<file path="src/rtl/fir_tdm_sequencer.sv">
// Time-division-multiplexed FIR controller: one external DSP slice is fed one tap per
// cycle, products are tagged through a latency-matched pipe and accumulated to 48 bits.
//
// state | meaning
// IDLE  | waiting for a sample; shadow->active commit happens here
// ISSUE | one tap per cycle driven to the DSP slice
// DRAIN | waiting for the last tagged product to return
// HOLD  | result presented until the consumer takes it
module fir_tdm_sequencer #(
  parameter int NTAPS       = 16,
  parameter int DATA_W      = 16,
  parameter int DSP_LATENCY = 3
) (
  input  logic                      clk_i,
  input  logic                      rst_ni,
  input  logic [DATA_W-1:0]         s_tdata_i,
  input  logic                      s_tvalid_i,
  output logic                      s_tready_o,
  input  logic                      coef_wr_i,
  input  logic [$clog2(NTAPS)-1:0]  coef_addr_i,
  input  logic [17:0]               coef_data_i,
  input  logic                      coef_commit_i,
  output logic                      commit_pending_o,
  output logic [25:0]               dsp_a_o,
  output logic [17:0]               dsp_b_o,
  output logic [47:0]               dsp_c_o,
  input  logic [47:0]               dsp_p_i,
  output logic [47:0]               m_tdata_o,
  output logic                      m_tvalid_o,
  input  logic                      m_tready_i,
  output logic                      busy_o
);
  localparam int AW = $clog2(NTAPS);
  localparam logic [AW-1:0] LAST_TAP = AW'(NTAPS - 1);

  typedef enum logic [1:0] {IDLE, ISSUE, DRAIN, HOLD} state_e;

  state_e            state_q, state_d;
  logic              pending_q, pending_d;
  logic              s_tready_q;
  logic              m_tvalid_q;
  logic [47:0]       m_tdata_q;
  logic [47:0]       acc_q;
  logic [47:0]       acc_sum;
  logic [25:0]       dsp_a_q;
  logic [17:0]       dsp_b_q;
  logic [DATA_W-1:0] delay_q  [NTAPS];
  logic [17:0]       shadow_q [NTAPS];
  logic [17:0]       active_q [NTAPS];
  logic [AW-1:0]     wptr_q;
  logic [AW-1:0]     rptr_q;
  logic [AW-1:0]     k_q;
  logic [DSP_LATENCY-1:0] tag_v_q, tag_f_q, tag_l_q;
  logic              accept;
  logic              do_commit;
  logic              addr_ok;
  logic              tag_v, tag_f, tag_l;

  // Out-of-range tap addresses only exist when NTAPS is not a power of two.
  if ((1 << AW) == NTAPS) begin : g_addr_full
    assign addr_ok = 1'b1;
  end else begin : g_addr_chk
    assign addr_ok = ({1'b0, coef_addr_i} < (AW+1)'(NTAPS));
  end

  assign accept    = s_tvalid_i & s_tready_q;
  assign do_commit = (state_q == IDLE) & pending_q;
  assign tag_v     = tag_v_q[DSP_LATENCY-1];
  assign tag_f     = tag_f_q[DSP_LATENCY-1];
  assign tag_l     = tag_l_q[DSP_LATENCY-1];
  assign acc_sum   = tag_f ? dsp_p_i : acc_q + dsp_p_i;

  always_comb begin
    state_d = state_q;
    case (state_q)
      IDLE:    if (accept) state_d = ISSUE;
      ISSUE:   if (k_q == LAST_TAP) state_d = DRAIN;
      DRAIN:   if (tag_v && tag_l) state_d = HOLD;
      HOLD:    if (m_tready_i) state_d = IDLE;
      default: state_d = IDLE;
    endcase
    pending_d = pending_q;
    if (do_commit)          pending_d = 1'b0;
    else if (coef_commit_i) pending_d = 1'b1;
  end

  always_ff @(posedge clk_i or negedge rst_ni) begin
    if (!rst_ni) begin
      state_q    <= IDLE;
      pending_q  <= 1'b0;
      s_tready_q <= 1'b0;
      m_tvalid_q <= 1'b0;
      m_tdata_q  <= '0;
      acc_q      <= '0;
      dsp_a_q    <= '0;
      dsp_b_q    <= '0;
      wptr_q     <= '0;
      rptr_q     <= '0;
      k_q        <= '0;
      tag_v_q    <= '0;
      tag_f_q    <= '0;
      tag_l_q    <= '0;
      for (int i = 0; i < NTAPS; i++) begin
        delay_q[i]  <= '0;
        shadow_q[i] <= '0;
        active_q[i] <= '0;
      end
    end else begin
      state_q   <= state_d;
      pending_q <= pending_d;
      // Ready is held low for the IDLE cycle in which a pending commit is applied.
      s_tready_q <= (state_d == IDLE) && !pending_d;

      if (coef_wr_i && addr_ok) shadow_q[coef_addr_i] <= coef_data_i;

      for (int i = DSP_LATENCY - 1; i > 0; i--) begin
        tag_v_q[i] <= tag_v_q[i-1];
        tag_f_q[i] <= tag_f_q[i-1];
        tag_l_q[i] <= tag_l_q[i-1];
      end
      tag_v_q[0] <= (state_q == ISSUE);
      tag_f_q[0] <= (state_q == ISSUE) && (k_q == '0);
      tag_l_q[0] <= (state_q == ISSUE) && (k_q == LAST_TAP);

      if (tag_v) acc_q <= acc_sum;

      case (state_q)
        IDLE: begin
          if (do_commit) begin
            for (int i = 0; i < NTAPS; i++) active_q[i] <= shadow_q[i];
          end else if (accept) begin
            delay_q[wptr_q] <= s_tdata_i;
            wptr_q  <= (wptr_q == LAST_TAP) ? '0 : wptr_q + 1'b1;
            rptr_q  <= (wptr_q == '0) ? LAST_TAP : wptr_q - 1'b1;
            k_q     <= '0;
            dsp_a_q <= 26'($signed(s_tdata_i));
            dsp_b_q <= active_q[0];
          end
        end
        ISSUE: begin
          if (k_q == LAST_TAP) begin
            dsp_a_q <= '0;
            dsp_b_q <= '0;
          end else begin
            // Operands for tap k+1 walk the delay line backwards from the newest sample.
            dsp_a_q <= 26'($signed(delay_q[rptr_q]));
            dsp_b_q <= active_q[k_q + 1'b1];
            rptr_q  <= (rptr_q == '0) ? LAST_TAP : rptr_q - 1'b1;
            k_q     <= k_q + 1'b1;
          end
        end
        DRAIN: begin
          if (tag_v && tag_l) begin
            m_tdata_q  <= acc_sum;
            m_tvalid_q <= 1'b1;
          end
        end
        HOLD: begin
          if (m_tready_i) m_tvalid_q <= 1'b0;
        end
        default: ;
      endcase
    end
  end

  assign s_tready_o       = s_tready_q;
  assign commit_pending_o = pending_q;
  assign dsp_a_o          = dsp_a_q;
  assign dsp_b_o          = dsp_b_q;
  assign dsp_c_o          = '0;
  assign m_tdata_o        = m_tdata_q;
  assign m_tvalid_o       = m_tvalid_q;
  assign busy_o           = (state_q != IDLE);

endmodule
</file>
<file path="config.mk">
export PLATFORM = sky130hd
export DESIGN_NAME = fir_tdm_sequencer
export DESIGN_NICKNAME = d
export VERILOG_FILES = /design/src/rtl/fir_tdm_sequencer.sv
export SDC_FILE = /design/constraint.sdc
export NUM_CORES = 2
export LEC_CHECK = 0
export ABC_AREA = 1
export ABC_CLOCK_PERIOD_IN_PS = 6450
export CORE_MARGIN = 2
export CORE_UTILIZATION = 35
export CTS_CLUSTER_DIAMETER = 80
export DETAILED_ROUTE_END_ITERATION = 12
export GPL_ROUTABILITY_DRIVEN = 1
export GPL_TIMING_DRIVEN = 0
export PLACE_DENSITY = 0.54
export SYNTH_ARGS = -nofsm -noshare
export SYNTH_HDL_FRONTEND = slang
export SYNTH_SLANG_ARGS = --single-unit
</file>
<file path="constraint.sdc">
create_clock -name clk_i -period 6.45 [get_ports clk_i]
set_clock_uncertainty 0.2 [all_clocks]
set_input_delay 1.6125 -clock clk_i [delete_from_list [all_inputs] [get_ports clk_i]]
set_output_delay 1.6125 -clock clk_i [all_outputs]
set_load 0.01 [all_outputs]
</file>
* Word-level counts from Yosys, hierarchy flattened *
Index checks and enable logic that the tools add are counted.
W data, S select, Z words.

storage, ports and cells
  register bits after elaboration = 998
  bits in latches = 0
  memory bits (writable) = 0
  ROM bits = 0
  bits of input ports = 92
  logic and storage cells = 153
  memories kept = 0

cells by class
  add/subtract/negate cells = 5
  multipliers = 0
  div/mod/pow operators = 0
  order comparisons = 6
  equality and inequality tests = 10
  shift operators = 0
  multiplexer cells = 42
  bitwise gates (word level) = 7
  reductions and logical operators = 21

operators by type and width
  operator               count
  $bwmux W288            1
  $bwmux W256            1
  $mux W18               6
  $mux W26               3
  $bmux W18 S4           1
  $demux W18 S4          1
  $bmux W16 S4           1
  $demux W16 S4          1
  $pmux W26 S2           1
  $add A48 B48 Y48       1
  $mux W16               3
  $mux W48               1
  $mux W4                9
  $pmux W18 S2           1
  $ge A5 B5 Y1 const B   4
  $not A4 Y5             4
  $pmux W4 S2            2
  $logic_not A4 Y1       3
  $lt A5 B1 Y1 const B   2
  $ne A2 B2 Y1 const B   5
  $reduce_and A3 Y1      3
  $add A4 B1 Y4 const B  2
  $eq A4 B4 Y1 const B   2
  $mux W2                4
  other kinds (14)       29

* Logic depth before layout (Yosys ltp) *
  depth in word-level cells = 7
  gate-level depth with buffers = 16
  mapped depth without buffers = 16

* Worst setup path before layout *
Ideal clock, no wire load.

  path type = input to register
  start = input port dsp_p_i[0]
  end = register m_tdata_q[32], in the netlist m_tdata_o[32]
  library setup time = 118 ps
  arrival time = 3,099 ps
  required time = 6,132 ps
  setup slack = 3,033 ps
  cell stages on the path = 15
  buffers on the path = 0
  cells stage by stage = ha_1 -> inv_1 -> fa_1 -> inv_1 -> nand2_1 -> nand2_1 -> nand3_1 -> nand2_1 -> nand2_1 -> nand3_1 -> nand2_1 -> nand3_1 -> nand3_1 -> nand3_1 -> nand2_1

between the ends
  word-level cells in the longest chain between the ends = 2

ends and longest elaborated chain
  element                 RTL line  text
  start: declaration      27        input logic [47:0] dsp_p_i,
  $add A48 B48 Y48        71        assign acc_sum = tag_f ? dsp_p_i : acc_q + dsp_p_i;
  $mux W48                71
  end signal: assignment  154       m_tdata_q <= acc_sum;
  end: declaration        42        logic [47:0] m_tdata_q;

Every way passes these cells.
A chain may end at the register's enable or synchronous reset.

* Final worst setup path *
  start = register k_q[0]
  end = register dsp_b_q[10], in the netlist dsp_b_o[10]

between the ends
  word-level cells in the longest chain between the ends = 7
  elaborated cells between the ends (all ways) = 8

ends and longest elaborated chain
  element                                      RTL line  text
  start: declaration                           52        logic [AW-1:0] k_q;
  start signal: assignment                     149       k_q <= k_q + 1'b1;
  $add A4 B1 Y4                                147       dsp_b_q <= active_q[k_q + 1'b1];
  $not A4 Y5 (implied by the code)             147
  $bmux W18 S4                                 147
  $mux W18 (implied by the code) (2 in a row)  147
  $mux W18 (*)                                 141       if (k_q == LAST_TAP) begin
  $pmux W18 S2 (*)                             127       case (state_q)
  end signal: assignment                       137       dsp_b_q <= active_q[0];
  end signal: assignment                       147
  end: declaration                             46        logic [17:0] dsp_b_q;

Every way passes the cells marked *; elsewhere a longest branch is shown, timed or not. The select of a mux whose other input is x is not followed.

==> out/summary.md <==
The run finished with clean final reports. Synthesis produced a netlist whose cell count is 5833. For the register-to-register path setup slack, the log shows 1.86 ns. In the final routed layout, each cell accounts on average for 21.78 microns. Area of the mapped netlist: 46520 sq um.

Maximum number of pins on one net before global-route repair: 158. In this run the worst path has a maximum fanout of 10. TritonCTS built the clock tree. The share of Yosys cell area claimed by the top area cell type was 53.14%. Fill cells in the final layout number 13.56k. The most common cell after layout, fill and taps aside was nand2_1. Global routing finished with a remaining overflow of 0.

The routed layout has 41.33k vias. The area overhead of the layout relative to synthesis is 17.13%, and the number of cells in the finished layout apart from fillers is 8018. The H-tree was split into 3 levels. Of the synthesized area, sequential elements account for 53.14%. At the pin with the least slew margin, the transition time is 1.314 ns.

The number of stages on the worst setup path was 13; the vertical extent of the die was 368.6 microns. Clock tree synthesis inserted a total of 110 buffers. The run gives 47 as the distinct cell type count after synthesis. The buffers plus inverters on the worst setup path was 6. The signal on the critical path passes through buf_4 -> inv_1 -> buf_2 -> buf_2 -> ha_1 -> inv_1 -> clkbuf_1 -> o21ai_0 -> o221ai_1 -> nand3_1 -> nand2_1 -> nand2_1 -> a21oi_1. Clock tree synthesis selected as its root buffer the cell clkbuf_16. The via count normalized by instance count was 5.154. The number of failing hold endpoints at the final stage is 0, and the number of warnings reported in the yosys synthesis log is 0. After clock tree synthesis, the repair step resized 0 gates. Among all flip-flop cells after synthesis, the most frequent one is dfrtp_1. The required time reported for the critical path endpoint is 6.89 ns, and the area of the core is 131600 sq um. Type of the worst min-delay path: reg -> reg.

The count of standard-cell rows is 133. For the final weighted congestion in routability-driven placement, the log shows 0.9607. In this run the critical register-to-register path is captured at dsp_b_o[10]. For this run, the top clock speed supported by timing is 217.7 MHz. For the worst flop-to-flop path, the logic depth is 13. The maximum ir drop on the vdd rail is 0.2518 mV. The clock reaches the later pin of the worst-skew pair after 0.75 ns. The tool flagged a number of max-cap violations equal to 0. Tracing the worst setup path back leads to its startpoint at k_q[0]. The HPWL after detailed placement was 126.1 mm; the final worst-path cycle share was 71.21%. The average instance in the mapped netlist occupies 7.976 sq um. The logs give 0 for the remaining routing DRC violations and 0 for the number of setup violations in the final report. The post-CTS setup repair buffer count was 0. The first global-routing pass estimated 260.6 mm of wire.

Counting flops with a built-in enable in the synthesized netlist gives 0. Overall track demand over capacity in global routing: 25.48%. By area the synthesized netlist is led by dfrtp_1 53%, nand2_1 15%, o21ai_0 10%. The run gives 0 as the max-slew violation total from the final report.

In this run the worst setup path terminates at dsp_b_o[10]. Wires add up to 174.6 mm. The number of DRC violations after detailed-routing iteration 0 is 4729. Among cell families on the critical path, the largest total delay comes from buffers and inverters.

After clock tree synthesis, the flow added hold-fix buffers numbering 0. The tree built by TritonCTS fans out to 988 sinks. In the layout the commonest cells are 1881 x nand2_1, 988 x dfrtp_1, 972 x o21ai_0.

The maximum cell stage delay along the critical path is 0.65 ns. The multi-input gate area in the final layout is 18320 sq um, and the data arrival time of the worst path is 5.04 ns. Setup total negative slack on the finished layout was measured at 0 ns. Clock-pin slew was measured on the worst setup and hold paths at 0.06 ns. The tools report the worst relative slew slack as 12.37%. The worst-path cell with the longest stage delay is clkbuf_1.

The first detailed-routing pass ran for 6 iterations. The worst setup path is launched from a flip-flop. Critical path class: reg -> reg. For the leakage power, the log shows 26.09 nW. In the final design database the tool counted 6317 nets.

Number of placed cells counting well taps: 7811. Buffers placed on the I/O ports in this run total 170. STA classifies the critical path endpoint as a flip-flop.

The register bit total from synthesis is 988, and the layout cell share with drive strength beyond 1 is 6.359%. No sink is reached through more buffers than the 3 on the longest clock path. The count of nets left with antenna violations once routing finished came out at 0.

The worst path needs 4.593 ns of the cycle, external delays included. The total power per unit cell area was 524.4 nW/um^2; the die outline width was 368.6 microns. For the top-level I/O count, the log shows 236. Setup repair after global routing left no endpoint under its margin. The fraction of registers with async set/reset came out at 100.0%. The run gives 12 as the number of antenna violations at the first check in global routing.

The worst register-to-register path begins at k_q[0]. The biggest area contributor in the post-synthesis netlist is dfrtp_1. For this configuration, the core starts out at a cell density of 35.34%. The storage element area was 24720 sq um.

Area of the die: 135900 sq um. The number of global-route vias before repair is 39.56k, and the worst hold slack after final layout is 0.1367 ns.
==> worst register-to-register path: stages (launching register included) <==
cell and delay, ns:
dfrtp_1 0.50, buf_4 0.33, inv_1 0.11, buf_2 0.25, buf_2 0.24, ha_1 0.58
inv_1 0.31, clkbuf_1 0.65, o21ai_0 0.22, o221ai_1 0.46, nand3_1 0.34, nand2_1 0.14
nand2_1 0.05, a21oi_1 0.12
==> through the flow <==
| step | power (mW) | cell area, sq um | setup slack (ns) | utilization [%] |
|---|---|---|---|---|
| after floorplan | 16.63 | 46700 | 3.033 | - |
| after detailed placement | 21.96 | 50770 | 1.657 | 38.57 |
| after CTS | 28.49 | 54480 | 1.938 | 41.39 |
| final | 28.57 | 54490 | 1.857 | 41.40 |
| after global placement | 21.93 | 50600 | -43.24 | 38.44 |
| after global routing | 30.32 | 54480 | 1.757 | 41.39 |
==> how the worst min path moves through the flow <==
stage,cells past startpoint,endpoint,startpoint,slack [ns]
final,0,tag_l_q[2],tag_l_q[1],0.14
after global routing,0,tag_f_q[2],tag_f_q[1],0.16
after CTS,0,tag_l_q[2],tag_l_q[1],0.15
after detailed placement,0,tag_l_q[2],tag_l_q[1],0.14
after global placement,0,tag_l_q[2],tag_l_q[1],0.13
after floorplan,0,tag_f_q[1],tag_f_q[0],0.13
==> layer usage <==
metal	vias to the layer above	wire length, microns	GRT usage, %
met2	1504	77460	39.17
met5	-	31	0
met4	4	6939	9.246
li1	19290	-	-
met1	20220	78150	36.19
met3	310	12040	4.112
==> synth_stat cells (2+ instances only) <==
master	count
a21o_1	2
a21oi_1	89
a31oi_1	17
and2_1	3
buf_1	28
buf_2	86
buf_4	63
buf_6	6
clkbuf_1	223
clkinv_1	4
dfrtp_1	988
ha_1	56
inv_1	444
inv_2	7
nand2_1	1881
nand3_1	170
nand3_2	7
nand3b_1	4
nand4_1	19
nand4_4	5
nor2_1	519
nor2_2	2
nor2_4	2
nor3_1	7
nor4_1	3
o211ai_1	16
o21ai_0	972
o21ai_1	47
o21bai_1	2
o221ai_1	55
o221ai_2	10
o22ai_1	17
o311ai_0	11
o311ai_1	2
o31ai_1	16
or2_1	2
or2_2	23
xnor2_1	9
xor2_1	7
xor2_2	2
==> cells by family after synthesis <==
family | Yosys count | synth area share (%)
other cells | 1 | 0.008061
simple gates | 2648 | 22.50
fa+ha+maj | 57 | 1.549
compound gates | 1257 | 14.58
flops | 988 | 53.14
xor+xnor | 18 | 0.3712
buf+inv | 864 | 7.851
==> power by group <==
part           switching, mW  total [mW]  leakage, nW  internal [mW]
clock network           2.73        6.45         1.83           3.72
logic                   9.01        12.8         11.8           3.79
registers               1.20        9.33         12.5           8.12
total                   12.9        28.6         26.1           15.6
==> area by class of cell <==
| type | instances | share of cell area, % |
|---|---|---|
| sequential | 988 | 45.37 |
| timing repair buffer | 176 | 3.444 |
| buffer | 408 | 3.557 |
| antenna | 4 | 0.01837 |
| multi-input combinational | 4028 | 33.63 |
| clock buffer | 178 | 6.236 |
| clock inverter | 25 | 0.5717 |
| inverter | 456 | 3.146 |
| tap | 1755 | 4.030 |
==> state kept, by name (all words and copies together) (netlist names), 2 cells and up <==
| register | flops |
|---|---|
| tag_v_q | 3 |
| dsp_a_o | 16 |
| active_q | 288 |
| delay_q | 256 |
| tag_l_q | 3 |
| state_q | 2 |
| k_q | 4 |
| shadow_q | 288 |
| wptr_q | 4 |
| acc_q | 48 |
| dsp_b_o | 18 |
| rptr_q | 4 |
| tag_f_q | 3 |
| m_tdata_o | 48 |
(Power assumes the default switching activity.)
